### src/rtl/parity_arbiter.sv
// parity_arbiter: round-robin arbiter sharing one parity checker among N_REQ requesters,
// returning tagged pass/fail responses plus a saturating error count and sticky error flags.
module parity_arbiter #(
    parameter int N_REQ    = 4,
    parameter int DATA_W   = 4,
    parameter int ODD_MODE = 0
) (
    input  logic                       clk,
    input  logic                       rst_n,
    input  logic [N_REQ-1:0]           req_valid,
    input  logic [N_REQ*DATA_W-1:0]    req_data,
    input  logic [N_REQ-1:0]           req_parity,
    output logic [N_REQ-1:0]           req_ready,
    output logic                       resp_valid,
    input  logic                       resp_ready,
    output logic [$clog2(N_REQ)-1:0]   resp_id,
    output logic                       resp_err,
    output logic [7:0]                 err_cnt,
    output logic [N_REQ-1:0]           err_flags,
    input  logic                       clr_err
);
    localparam int IW = $clog2(N_REQ);
    localparam logic [N_REQ-1:0] ONE = N_REQ'(1);

    typedef enum logic [1:0] {IDLE, CHECK, RESP} state_t;

    state_t            state_q, state_d;
    logic [IW-1:0]     ptr_q, ptr_d, sel_q, sel_d, id_q, id_d, sel, idx;
    logic [DATA_W-1:0] data_q, data_d;
    logic              par_q, par_d, err_q, err_d, any, bump;
    logic [7:0]        cnt_q, cnt_d;
    logic [N_REQ-1:0]  flags_q, flags_d;

    // Scan downward so the lowest offset from ptr+1 is the last (winning) match.
    always_comb begin
        sel = '0;
        idx = '0;
        any = 1'b0;
        for (int k = N_REQ; k >= 1; k--) begin
            idx = IW'((int'(ptr_q) + k) % N_REQ);
            if (req_valid[idx]) begin
                sel = idx;
                any = 1'b1;
            end
        end
    end

    always_comb begin
        state_d = state_q;
        ptr_d   = ptr_q;
        sel_d   = sel_q;
        data_d  = data_q;
        par_d   = par_q;
        id_d    = id_q;
        err_d   = err_q;
        case (state_q)
            IDLE: if (any) begin
                state_d = CHECK;
                sel_d   = sel;
                data_d  = req_data[int'(sel)*DATA_W +: DATA_W];
                par_d   = req_parity[sel];
            end
            CHECK: begin
                state_d = RESP;
                id_d    = sel_q;
                err_d   = ^data_q ^ par_q ^ (ODD_MODE != 0);
            end
            RESP: if (resp_ready) begin
                state_d = IDLE;
                ptr_d   = id_q;
            end
            default: state_d = IDLE;
        endcase
    end

    // A new error in the same cycle as a clear survives the clear.
    assign bump    = (state_q == RESP) && resp_ready && err_q;
    assign cnt_d   = clr_err ? (bump ? 8'd1 : 8'd0)
                   : (bump && cnt_q != 8'hFF) ? cnt_q + 8'd1 : cnt_q;
    assign flags_d = (clr_err ? '0 : flags_q) | (bump ? ONE << id_q : '0);

    assign req_ready  = (rst_n && state_q == IDLE && any) ? ONE << sel : '0;
    assign resp_valid = (state_q == RESP);
    assign resp_id    = id_q;
    assign resp_err   = err_q;
    assign err_cnt    = cnt_q;
    assign err_flags  = flags_q;

    always_ff @(posedge clk or negedge rst_n) begin
        if (!rst_n) begin
            state_q <= IDLE;
            ptr_q   <= IW'(N_REQ - 1);
            sel_q   <= '0;
            data_q  <= '0;
            par_q   <= 1'b0;
            id_q    <= '0;
            err_q   <= 1'b0;
            cnt_q   <= '0;
            flags_q <= '0;
        end else begin
            state_q <= state_d;
            ptr_q   <= ptr_d;
            sel_q   <= sel_d;
            data_q  <= data_d;
            par_q   <= par_d;
            id_q    <= id_d;
            err_q   <= err_d;
            cnt_q   <= cnt_d;
            flags_q <= flags_d;
        end
    end
endmodule

### config.mk
export PLATFORM = sky130hd
export DESIGN_NAME = parity_arbiter
export DESIGN_NICKNAME = d
export VERILOG_FILES = /design/src/rtl/parity_arbiter.sv
export SDC_FILE = /design/constraint.sdc
export NUM_CORES = 1
export LEC_CHECK = 0
export CAP_MARGIN = 20
export CORE_UTILIZATION = 40
export DETAILED_ROUTE_END_ITERATION = 8
export GPL_ROUTABILITY_DRIVEN = 1
export HOLD_SLACK_MARGIN = 0.15
export PLACE_DENSITY_LB_ADDON = 0.12
export SLEW_MARGIN = 25
export SYNTH_ARGS = -nofsm -noshare
export SYNTH_HDL_FRONTEND = slang
export SYNTH_SLANG_ARGS = --single-unit
### constraint.sdc
create_clock -name clk -period 4 [get_ports clk]
set_input_delay 0.8 -clock clk [delete_from_list [all_inputs] [get_ports clk]]
set_output_delay 0.8 -clock clk [all_outputs]
set_load 0.01 [all_outputs]
==> key figures, run 1 <==
GRT
  – Largest net degree at the start of global routing: 27
  – First-pass GRT wire length: approximately 5300 um
  – Initial antenna violation count: 0
  – GR Util met1: 21.9%
  – Top Usage Layer GRT: met2
  – GRT Residual Overflow: 0
  – Number of global-route vias before repair: ~1,300
  – Total track usage: around a fifth
  – M3 GR Usage: roughly 2.1%
  – Met2 Use GR: a little over a third

Drt
  – Iteration-0 DRC Markers: 43
  – Avg WL per Cell: around 13 um
  – DRT antenna net count: 0
  – Drt first pass iters: 4
  – Vias: 1,291
  – Total wire length: 3270 um
  – Vias per cell: ~5.2
  – DRC violations left: 0

Floorplan
  – Starting density of the core: between 40 and 50%
  – Die area: between 3000 and 4000 um2
  – Die X-Extent: approximately 60 um
  – Core area: 3390 um2
  – Site row count: 21
  – Height of the die: a little over 60 um
  – IO Count: between 40 and 50

Placement
  – Number of I/O port buffers: 47
  – Gpl congestion: ~0.72
  – Placement Setup Slack: between 0.4 and 0.5 ns
  – Post-DP HPWL: roughly 2600 um

STA
  – Setup_tns: 0 ns
  – Clock Skews: 0.0106 ns
  – RSZ-0062 raised after global routing: no
  – Relative slew slack: just under 70%
  – Final setup viols: 0
  – Fmax: between 0.2 and 0.3 GHz
  – Final period util: ~89%
  – Slew @ Worst Pin: ~0.46 ns
  – Final min period: between 3 and 4 ns
  – Final hold vios: 0
  – Slew Limit Fails: 0
  – PnR worst setup slack: around 0.46 ns

Layout
  – Ant diodes: 0
  – Layout cells sized above 1: under 10%
  – Fillcell total: about 290
  – Nets: about 230
  – Synth-to-layout area growth: 39.9%

Min path
  – Min-Delay Endpoint: sel_q[1]$_DFFE_PN0P_
  – Worst hold stages: 2
  – Hold path startpoint: sel_q[1]$_DFFE_PN0P_
  – Worst Hold Class: reg2reg

Logic synthesis
  – Leading area contributor after synthesis: dfrtp_1
  – Netlist cell types: 34
  – Synth top area share: approximately two fifths
  – Asr flop ratio synth: 100%
  – Post-Syn Area: around 1400 um2
  – Sequential area share after synthesis: around 46%
  – Top_reg_cell synth: dfrtp_1
  – Synth Instances: ~150
  – Post-synthesis average cell area: 9.48 um2
  – #FFs+latches synth: 26
  – Count leader, synth: dfrtp_1
  – Syn_nets: between 150 and 200
  – Number of flops mapped to enable cells by yosys: 0
  – Most area-consuming cells after synthesis: dfrtp_1, a211oi_1, inv_1
  – Yosys warnings: 0
  – Most frequent cells after synthesis: dfrtp_1, inv_1, a211oi_1

Setup path
  – Crit Path Class: in2out
  – Flop2flop setup slack: around 2.1 ns
  – Reg2Reg Depth: 6
  – Reg2Reg Capture Point: par_q$_DFFE_PN0P_
  – Req. time, crit path: about 3.2 ns
  – CP startpoint kind: input port
  – Worst Setup End Kind: primary output
  – Worst EP arrival: between 2 and 3 ns
  – CP Max Fanout: 6
  – R2R Path Start: ptr_q[1]$_DFFE_PN1N_

Pwr
  – Pwr dens: between 500 and 600 nW/um2
  – Switch share: between 30% and 40%
  – P_sw: roughly 0.00037 W
  – Gate power share: a little over two fifths
  – LEAKAGE: 0.815 nW
  – Pint: between 0.0006 and 0.0007 W
  – Clock power frac: between 10% and 20%
  – Sequential share of power: between 30% and 40%
  – Peak supply drop: 0.000274 V

Clock network
  – Post-CTS Hold Buffers: 0
  – Clock root buffer master: clkbuf_4
  – TritonCTS clock tree: yes
  – Clock H-tree levels: 1
  – Worst skew pair latency: roughly 0.33 ns
  – Post-CTS Resized: 0
  – CTS Buffer Depth: 2
  – Clk sink count: 26
  – Setup bufs post-CTS: 0
  – CTS Buf Count: 3
  – Clock-pin slew on the worst setup and hold paths: roughly 0.15 ns

Run
  – MaxCap Viol Count: 0

Run status
  – Outcome: finished, final reports clean
==> how the worst max path moves through the flow <==
stage | start | to | slack [ns] | cells after the start
floorplan | req_valid[2] | req_ready[1] | 1.37 | 6
global placement | req_valid[3] | req_ready[3] | 0.51 | 6
detailed placement | req_valid[3] | req_ready[1] | 0.47 | 6
CTS | req_valid[3] | req_ready[1] | 0.46 | 6
global route | req_valid[3] | req_ready[1] | 0.26 | 6
finish | req_valid[3] | req_ready[1] | 0.46 | 6
==> flip-flops by register name, indices dropped and copies added (netlist names) <==
name,flops
state_q,2
resp_err,1
sel_q,2
err_cnt,8
resp_id,2
data_q,4
ptr_q,2
err_flags,4
par_q,1
==> power groups by stage <==
stage / registers, W / logic, W / clock network [W]
2_1_floorplan: 0.000417 / 0.000317 / 0
3_3_place_gp: 0.000421 / 0.000461 / 0
3_5_place_dp: 0.000425 / 0.000472 / 0
4_1_cts: 0.000419 / 0.000473 / 0.000187
5_1_grt: 0.000431 / 0.000519 / 0.000197
6_report: 0.000421 / 0.000466 / 0.000183
==> cell families after synthesis <==
| logic type | Yosys count | synth area share, % |
|---|---|---|
| AO/OA/AOI/OAI | 37 | 17.9 |
| XOR/XNOR | 9 | 5.51 |
| adder cells (fa/ha/maj) | 1 | 0.874 |
| buffers and inverters | 21 | 7.17 |
| flip-flops | 26 | 45.6 |
| multiplexers | 9 | 6.56 |
| AND/OR/NAND/NOR | 48 | 16.3 |
==> layout by cell type (no fill, tap or decap), types with 4 or more instances in the layout <==
master and count:
clkdlybuf4s50_1 47, dfrtp_1 24, inv_1 17, a211oi_1 15, nor2_1 14, nand2_1 12, xnor2_1 7, mux2i_1 6
nor2b_1 5, o22ai_1 5, o21ai_0 5, nand3_1 4, buf_4 4
==> worst max-delay path, stage by stage <==
cell and delay, ns:
clkdlybuf4s50_1 0.54, inv_1 0.09, o32ai_2 0.43, a21o_1 0.19, nor2b_1 0.15, clkdlybuf4s50_1 0.54
==> layout make-up <==
class | instances | area, um2 | area share (%)
multi-input combinational | 104 | 676 | 33.7
sequential | 26 | 653 | 32.6
timing repair buffer | 51 | 500 | 25.0
inverter | 17 | 63.8 | 3.19
tap | 46 | 57.6 | 2.87
clock inverter | 1 | 30.0 | 1.50
clock buffer | 3 | 22.5 | 1.12
==> per-stage QoR <==
step	hold WS [ns]	utilization (%)	cell area, um2	total power, W	instances
2_1_floorplan	0.477	-	1430	0.000733	151
3_3_place_gp	0.494	57.5	1950	0.000882	244
3_5_place_dp	0.511	57.5	1950	0.000897	244
4_1_cts	0.539	59.1	2000	0.00108	248
5_1_grt	0.561	59.1	2000	0.00115	248
6_report	0.537	59.1	2000	0.00107	248
==> per-layer routing <==
metal  up-vias  wire length, um
met5         -                0
met4         0               57
met3         4               99
met2        42             1670
met1       614             1440
li1        631                -
Power figures use the tool's default switching activity.
==> run 2, diff against run 1 <==
Settings changed: CORE_MARGIN set to 1.
Clock period 4 ns to 3.8 ns, I/O delays scaled along.
==> key figures, run 2 (synthesis gave the netlist of run 1 again) <==
Setup path
  – R2R Path Start: ptr_q[1]$_DFFE_PN1N_
  – Worst Setup End Kind: primary output
  – Crit Path Class: in2out
  – Setup crit start: req_valid[3]
  – CP Max Fanout: 5 (-1)
  – Req. time, crit path: 3.04 ns (-0.16 ns)
  – Worst EP arrival: 2.67 ns (-0.07 ns)
  – CP startpoint kind: input port

Floorplan
  – Die area: 3820 um2 (unchanged)
  – Starting density of the core: 42.2% (unchanged)
  – IO Count: 48 (unchanged)
  – Die X-Extent: 61.8 um (unchanged)
  – Core area: 3390 um2 (unchanged)
  – Site row count: 21 (unchanged)
  – Height of the die: 61.8 um (unchanged)

Layout
  – Nets: 233 (+0.43%)
  – Storage element area: 653 um2 (unchanged)
  – Ant diodes: 0 (unchanged)
  – Fillcell total: 290 (+0.35%)
  – Max reg flops: 8 (unchanged)
  – Commonest non-fill, non-tap cells in the layout: clkdlybuf4s50_1, dfrtp_1, inv_1
  – Synth-to-layout area growth: 39.3%
  – Area of the multi-input gates: 676 um2 (unchanged)
  – Layout cells sized above 1: 7.39% (+0.46 points)
  – Commonest non-fill, non-tap cell in the layout: clkdlybuf4s50_1

STA
  – Relative slew slack: 69.8% (+0.42 points)
  – Final hold vios: 0 (unchanged)
  – Clock Skews: 0.00273 ns (-0.00785 ns)
  – Final setup viols: 0 (unchanged)
  – Fmax: roughly 0.29 GHz
  – Slew @ Worst Pin: 0.452 ns (-0.00468 ns)
  – RSZ-0062 raised after global routing: no
  – Final period util: 90.1%
  – Slew Limit Fails: 0 (unchanged)
  – PnR worst setup slack: 0.375 ns (-0.0846 ns)
  – Final min period: about 3.4 ns
  – Setup_tns: 0 ns (unchanged)

Clock network
  – Setup bufs post-CTS: 0 (unchanged)
  – Clk sink count: 26 (unchanged)
  – TritonCTS clock tree: yes
  – Post-CTS Resized: 0 (unchanged)
  – CTS Buffer Depth: 2 (unchanged)
  – CTS Buf Count: 3 (unchanged)
  – Worst skew pair latency: 0.32 ns (about the same)
  – Post-CTS Hold Buffers: 0 (unchanged)
  – Clock-pin slew on the worst setup and hold paths: 0.13 ns (-0.02 ns)
  – Clock H-tree levels: 1 (unchanged)
  – Clock root buffer master: clkbuf_4

Drt
  – Drt first pass iters: 4 (unchanged)
  – Vias per cell: 5.06 (-2.8%)
  – DRT antenna net count: 0 (unchanged)
  – DRC violations left: 0 (unchanged)
  – Vias: 1,260 (-2.4%)
  – Total wire length: 3010 um (-8.1%)
  – Iteration-0 DRC Markers: 75 (+74%)
  – Avg WL per Cell: 12.1 um (-8.5%)

Placement
  – Number of I/O port buffers: 47 (unchanged)
  – Post-DP HPWL: 2430 um (-5.8%)
  – Gpl congestion: 0.726 (+1.2%)
  – Placement Setup Slack: 0.392 ns (-0.0789 ns)

Pwr
  – Pwr dens: 536 nW/um2 (+0.46%)
  – Total power: 0.00107 W (about the same)
  – Peak supply drop: 0.000294 V (+7.1%)
  – LEAKAGE: 0.813 nW (-0.24%)

Run status
  – Outcome: finished, final reports clean

GRT
  – Initial antenna violation count: 0 (unchanged)
  – Total track usage: 17.0% (-2.1 points)
  – Largest net degree at the start of global routing: 27 (unchanged)
  – First-pass GRT wire length: 4690 um (-12%)
  – Number of global-route vias before repair: 1,120 (-12%)
  – GRT Residual Overflow: 0 (unchanged)

Min path
  – Hold path startpoint: sel_q[0]$_DFFE_PN0P_
  – Worst Hold Class: reg2reg

Run
  – MaxCap Viol Count: 0 (unchanged)
==> run 2: where the power goes <==
group / total, W / internal, W / switching, W
registers: 0.000440 / 0.000367 / 0.0000730
logic: 0.000492 / 0.000266 / 0.000225
clock network: 0.000138 / 0.0000586 / 0.0000792
total: 0.00107 / 0.000692 / 0.000377
==> run 2: final timing paths <==
path / end / slack (ns) / cells past startpoint
worst max-delay path: req_ready[3] / 0.37 / 6
worst min-delay path: sel_q[0]$_DFFE_PN0P_ / 0.52 / 1
worst max register to register: par_q$_DFFE_PN0P_ / 1.93 / 6
worst min register to register: sel_q[0]$_DFFE_PN0P_ / 0.52 / 1
max in group asynchronous: ptr_q[1]$_DFFE_PN1N_ / 2.58 / 2
min in group asynchronous: err_cnt[1]$_DFFE_PN0P_ / 0.93 / 2
==> run 2: area by class of cell <==
class	count	share of cell area (%)
repair buffers	52	25.5
flip-flops and latches	26	32.7
clock buffers	4	1.82
well taps	46	2.89
multi-input cells	104	33.9
inverters	17	3.20
==> run 2: critical path: stages <==
cell,delay [ns]
clkdlybuf4s50_1,0.54
nor2_1,0.09
a311oi_1,0.43
nand3_1,0.16
nor2b_1,0.14
clkdlybuf4s50_1,0.55
==> run 2: metal layers <==
metal | global-route usage (%) | vias up | routed length [um]
li1 | - | 641 | -
met5 | 0 | - | 0
met1 | 19.7 | 582 | 1360
met3 | 2.07 | 4 | 83
met2 | 31.2 | 33 | 1510
met4 | 7.62 | 0 | 44
==> run 2: per-stage QoR <==
| step | utilization [%] | cell area, um2 | hold WS [ns] | std cells |
|---|---|---|---|---|
| finish | 58.8 | 1990 | 0.523 | 249 |
| global route | 58.8 | 1990 | 0.546 | 249 |
| CTS | 58.8 | 1990 | 0.526 | 249 |
| detailed placement | 57.8 | 1960 | 0.493 | 245 |
| global placement | 57.8 | 1960 | 0.490 | 245 |
| floorplan | - | 1430 | 0.464 | 151 |
